--- config.mk ---
export PLATFORM = sky130hd
export DESIGN_NAME = signed_accumulator
export DESIGN_NICKNAME = d
export VERILOG_FILES = /design/src/rtl/signed_accumulator.sv
export SDC_FILE = /design/constraint.sdc
export NUM_CORES = 1
export LEC_CHECK = 0
export ABC_AREA = 1
export CAP_MARGIN = 20
export CELL_PAD_IN_SITES_DETAIL_PLACEMENT = 1
export CELL_PAD_IN_SITES_GLOBAL_PLACEMENT = 2
export CORE_MARGIN = 3
export CORE_UTILIZATION = 29
export CTS_BUF_LIST = sky130_fd_sc_hd__clkbuf_4 sky130_fd_sc_hd__clkbuf_8 sky130_fd_sc_hd__clkbuf_16
export CTS_CLUSTER_SIZE = 40
export DETAILED_ROUTE_END_ITERATION = 7
export HOLD_SLACK_MARGIN = 0.03
export PLACE_DENSITY_LB_ADDON = 0.1
export SLEW_MARGIN = 20
export SYNTH_ARGS = -nofsm -noshare
export SYNTH_HDL_FRONTEND = slang
export SYNTH_SLANG_ARGS = --single-unit
--- constraint.sdc ---
create_clock -name clk -period 4.4 [get_ports clk]
set_input_delay 1.1 -clock clk [delete_from_list [all_inputs] [get_ports clk]]
set_output_delay 1.1 -clock clk [all_outputs]
set_load 0.02 [all_outputs]
--- src/rtl/signed_accumulator.sv ---
// Frame accumulator: sums COUNT sign-extended samples over a valid/ready
// handshake and holds the sum with a sticky signed-overflow flag until acknowledged.
module signed_accumulator #(
    parameter int IN_W  = 4,
    parameter int ACC_W = 8,
    parameter int COUNT = 4
) (
    input  logic                         clk,
    input  logic                         rst,
    input  logic                         clear,
    input  logic                         in_valid,
    input  logic [IN_W-1:0]              in_data,
    output logic                         in_ready,
    input  logic                         out_ready,
    output logic                         sum_valid,
    output logic [ACC_W-1:0]             sum,
    output logic                         overflow,
    output logic [$clog2(COUNT+1)-1:0]   sample_cnt
);

    localparam int CNT_W = $clog2(COUNT + 1);
    localparam logic [CNT_W-1:0] LAST_CNT = CNT_W'(COUNT - 1);

    typedef enum logic [1:0] {
        IDLE  = 2'd0,
        ACCUM = 2'd1,
        DONE  = 2'd2
    } state_t;

    state_t             state_q, state_d;
    logic [ACC_W-1:0]   sum_q, sum_d;
    logic               ovf_q, ovf_d;
    logic [CNT_W-1:0]   cnt_q, cnt_d;

    logic [ACC_W-1:0]   ext;
    logic [ACC_W-1:0]   acc_result;
    logic               ovf_step;
    logic               accept;

    assign ext        = {{(ACC_W-IN_W){in_data[IN_W-1]}}, in_data};
    assign acc_result = sum_q + ext;
    // Signed overflow: operands agree in sign but the result does not.
    assign ovf_step   = (sum_q[ACC_W-1] == ext[ACC_W-1]) &&
                        (acc_result[ACC_W-1] != sum_q[ACC_W-1]);

    assign in_ready   = (state_q != DONE);
    assign sum_valid  = (state_q == DONE);
    assign accept     = in_valid && in_ready;

    always_comb begin
        state_d = state_q;
        sum_d   = sum_q;
        ovf_d   = ovf_q;
        cnt_d   = cnt_q;
        if (clear) begin
            state_d = IDLE;
            sum_d   = '0;
            ovf_d   = 1'b0;
            cnt_d   = '0;
        end else begin
            case (state_q)
                IDLE: begin
                    if (accept) begin
                        sum_d   = ext;
                        ovf_d   = 1'b0;
                        cnt_d   = CNT_W'(1);
                        state_d = (COUNT == 1) ? DONE : ACCUM;
                    end
                end
                ACCUM: begin
                    if (accept) begin
                        sum_d = acc_result;
                        ovf_d = ovf_q | ovf_step;
                        cnt_d = cnt_q + 1'b1;
                        if (cnt_q == LAST_CNT) begin
                            state_d = DONE;
                        end
                    end
                end
                DONE: begin
                    if (out_ready) begin
                        state_d = IDLE;
                        cnt_d   = '0;
                    end
                end
                default: begin
                    state_d = IDLE;
                    sum_d   = '0;
                    ovf_d   = 1'b0;
                    cnt_d   = '0;
                end
            endcase
        end
    end

    always_ff @(posedge clk or posedge rst) begin
        if (rst) begin
            state_q <= IDLE;
            sum_q   <= '0;
            ovf_q   <= 1'b0;
            cnt_q   <= '0;
        end else begin
            state_q <= state_d;
            sum_q   <= sum_d;
            ovf_q   <= ovf_d;
            cnt_q   <= cnt_d;
        end
    end

    assign sum        = sum_q;
    assign overflow   = ovf_q;
    assign sample_cnt = cnt_q;

endmodule

After elaboration in Yosys (flattened, before gate mapping)
Index checks and enable logic that the tools add are counted.
{"block": "totals", "word_cells": 43, "output_inout_bits": 14, "ff_bits": 14, "input_bits": 9}
{"block": "op_classes", "reduce_logical": 6, "bitwise": 1, "mux": 19, "add_sub_neg": 2, "n_eq_ne": 11}
{"operator": "$mux 8", "count": 3}
{"operator": "$pmux 8 s3", "count": 1}
{"operator": "$mux 3", "count": 4}
{"operator": "$ne 3x3->1 const B", "count": 4}
{"operator": "$mux 2", "count": 5}
{"operator": "$pmux 3 s3", "count": 1}
{"operator": "$add 8x8->8", "count": 1}
{"operator": "$pmux 2 s3", "count": 1}
{"operator": "$reduce_and 3->1", "count": 2}
{"operator": "$ne 2x2->1 const B", "count": 2}
{"operator": "$reduce_and 4->1", "count": 1}
{"operator": "$add 3x1->3 const B", "count": 1}
{"operator": "$eq 3x2->1 const B", "count": 1}
{"operator": "$mux 1", "count": 3}
{"operator": "$pmux 1 s3", "count": 1}
{"operator": "$eq 2x1->1 const B", "count": 1}
{"operator": "$eq 2x2->1 const B", "count": 1}
{"operator": "$logic_and 1x1->1", "count": 2}
{"operator": "$logic_not 2->1", "count": 1}
{"operator": "$eq 1x1->1", "count": 1}
{"operator": "$ne 1x1->1", "count": 1}
{"operator": "$or 1x1->1", "count": 1}

Depth between registers and ports, before layout
{"block": "depth", "word_depth": 7, "depth_mapped": 10, "ltp_nobuf": 10}

Worst setup path after synthesis
OpenSTA, ideal clock, no wires.
{"block": "synth_path", "path_kind": "input to register", "from": "input port in_data[0]", "to": "register sum_q[4] (netlist: sum[4])", "t_required_ns": 4.335, "setup_time_ns": 0.065, "stages": 9, "setup_slack_ns": 2.146, "path_buffers": 0, "t_arrival_ns": 2.189, "cell_sequence": "ha_1 -> fa_1 -> nand2_1 -> nand3_1 -> nand2_1 -> nand2_1 -> o21ai_0 -> nand2_1 -> nand2_1"}
{"block": "synth_between", "elab_chain_cells": 4}
{"item": "start, declared", "line": "12", "text": "input logic [IN_W-1:0] in_data,"}
{"item": "$add 8x8->8", "line": "41", "text": "assign acc_result = sum_q + ext;"}
{"item": "$mux 8", "line": "71", "text": "if (accept) begin"}
{"item": "$pmux 8 s3", "line": "61", "text": "case (state_q)"}
{"item": "$mux 8", "line": "55", "text": "if (clear) begin"}
{"item": "end signal, assigned", "line": "104", "text": "sum_q <= sum_d;"}
{"item": "end, declared", "line": "31", "text": "logic [ACC_W-1:0] sum_q, sum_d;"}
No other way between the ends. The select of a mux whose other input is x is not followed.
A chain may end at the register's enable or synchronous reset.

Final worst setup path
{"block": "layout_path", "from": "input port in_data[3]", "to": "register sum_q[7] (netlist: sum[7])"}
{"block": "layout_between", "elab_chain_cells": 4, "word_cells_on_any_way": 5, "cone_classes": "1 x add/sub; 4 x mux"}
{"item": "$add 8x8->8", "line": "41"}
{"item": "$mux 8", "line": "71"}
{"item": "$pmux 8 s3 (*)", "line": "61"}
{"item": "$mux 8 (*)", "line": "55"}
Every way passes the cells marked *; elsewhere a longest branch is shown, timed or not. The select of a mux whose other input is x is not followed.

==> out/metrics.yaml <==
finalPower_w: 0.000392
finalSetupTns_ns: 0
antenna_cells: 0
hold_buffers: 0
cts_tree: "done"
critPathLaunchType: "input port"
cap_violations: 0
rows: 21
die_area_mm2: 0.00437
wl_per_cell_um: 13.1
worst_slack_ns: 1.76
pwr-share-comb: 0.365
synth_top_cell_by_area: "dfrtp_1"
switchingPower_w: 0.000140
crit_type: "input port to flop"
share_seq_of_total_power: 0.388
hold_path.class: "flop to flop"
clockBufferDepth: 2
ys_seq_area_frac: 0.335
post_cts_buffers: 0
cp.arrival_ns: 2.88
h-tree-depth: 1
hold_viol: 0
crit_required_ns: 4.63
synth_flop_cell: "dfrtp_1"
setup.worst_path.end_class: "flop"
ys_top_cells_by_area: "dfrtp_1 33%, nand2_1 20%, ha_1 11%"
crit_chain: "clkdlybuf4s50_1 > ha_1 > nand2_1 > nand2_1 > a21oi_1 > nand2_1 > nand2_1 > nand3_1 > nand2_1 > nand2_1 > nand2_1"
vias: 1043
slew_viol_final: 0
cellLeakagePower_nw: 0.725
fin_skew_ns: 0.00295
grt_pass1_vias: 1063
drive_above_1_share: 0.0578
synth_top_area_share: 0.335
cp_common_cell: "nand2_1"
wl_um: 2870
crit_fanout: 7
setup_viol: 0
grt_usage: 0.149
numCtsBuffers: 3
fmax_mhz: 378
drc_errors: 0
overflow: 0
p_per_area_mw_per_mm2: 290
antenna_found_initial: 0
slowest_delay_ns: 0.55
period_minus_slack_ns: 2.64
viasPerCell: 4.76
netlist_area_mm2: 0.00105
clock_power_share: 0.247
avgSynthCellArea_um2: 7.08
gp_congestion: 0.762
grt_pass1_wl_um: 5030
nFillCells: 441
status: "finished clean"
place_hpwl_um: 2320
fp.dieW_um: 66.1
drtAntennaViolNets: 0
p_int_w: 0.000251
synth.cells.most_frequent: "56 x nand2_1, 20 x inv_1, 14 x dfrtp_1"
r2r_setup_slack_ns: 2.72
synth_cell_types: 22
async_flop_share: 1.00
synthMostInstantiatedCell: "nand2_1"
finalCritPeriodShare: 0.601
yosysWarnings: 0
switching_share: 0.358
timing.slew.headroom: 0.616
fp.dieH_um: 66.1
nets: 193
synth_seq_cells: 14
syn-num-nets: 167
crit_slowest_cell: "clkdlybuf4s50_1"
peakVddDrop_mv: 0.127
rsz0062_at_grt: "no"
initial_core_util: 0.307
root_buffer: "clkbuf_4"
tightest_slew_ns: 0.576
postCtsResizedCells: 0
port_buffers: 22
pre_cts_ws_ns: 1.41
clkSlewWorstSetupHoldPaths_ns: 0.09
ioPinCount: 23
syn_to_final_growth_pct: 28.9
clk_latency_ns: 0.28
initialDrtViolationCount: 34
syn_inst: 148
core_mm2: 0.00342
drt_pass1_iterations: 4
synth_edf_count: 0
cts_sinks: 14
grt_max_degree: 15
[sequential cells by signal, indices dropped and copies added (netlist names)]
signal and count:
overflow 1, sample_cnt 3, state_q 2, sum 8
[cell families (layout without fill, tap and decap cells)]
kind of cell    count (synthesis)  after routing  synth area share
simple gates                   82             82             0.331
buf+inv                        23             48            0.0896
compound gates                 18             18             0.110
flops                          14             14             0.335
fa+ha+maj                      10             10             0.127
xor+xnor                        1              1           0.00836
[cell usage in the layout, fill, tap and decap left out, types with 4 or more instances in the layout]
master,n
clkdlybuf4s50_1,22
a22o_1,5
ha_1,9
inv_1,20
o21ai_0,4
nor2_1,7
dfrtp_1,14
a21oi_1,6
nand3_1,12
nand2_1,56
[power by group through the flow]
stage	clock network [W]	registers (W)	logic, W
after global routing	0.000110	0.000155	0.000163
after CTS	0.000102	0.000152	0.000145
after detailed placement	0	0.000155	0.000144
final	0.0000966	0.000152	0.000143
after global placement	0	0.000154	0.000142
after floorplan	0	0.000166	0.0000781
[metrics by stage]
| stage | hold WS (ns) | util | instance area [µm²] | instances |
|---|---|---|---|---|
| floorplan | 0.532 | - | 1050 | 148 |
| global placement | 0.497 | 0.385 | 1310 | 215 |
| detailed placement | 0.508 | 0.385 | 1310 | 215 |
| CTS | 0.534 | 0.395 | 1350 | 219 |
| global route | 0.549 | 0.395 | 1350 | 219 |
| finish | 0.523 | 0.395 | 1350 | 219 |
[per-layer routing]
layer,track usage,share of wire,up-vias
li1,-,-,536
met1,0.205,0.50,486
met2,0.239,0.46,16
met3,0.0170,0.027,5
met4,0.0533,0.015,0
met5,0,0,-
[cell type report]
type,instances,area (µm²),area share
multi-input combinational,111,603,0.447
sequential,14,350,0.260
timing repair buffer,22,220,0.163
inverter,22,82.6,0.0612
tap,46,57.6,0.0426
clock buffer,4,36.3,0.0269
[worst max-delay path, delay by kind of cell]
kind	cells	cell delay [ns]
buf+inv	1	0.55
simple gates	8	0.57
compound gates	1	0.22
fa+ha+maj	1	0.43
[path summary, 6_finish.rpt]
check / depth (start not counted) / endpoint / startpoint
worst max register to register: 9 / sum[4] / sum[0]
worst min-delay path: 2 / sum[4] / sum[4]
worst min register to register: 2 / sum[4] / sum[4]
worst max-delay path: 11 / sum[7] / in_data[3]
max in group asynchronous: 2 / sum[2] / rst
min in group asynchronous: 2 / sum[7] / rst
Power figures use the tool's default switching activity.
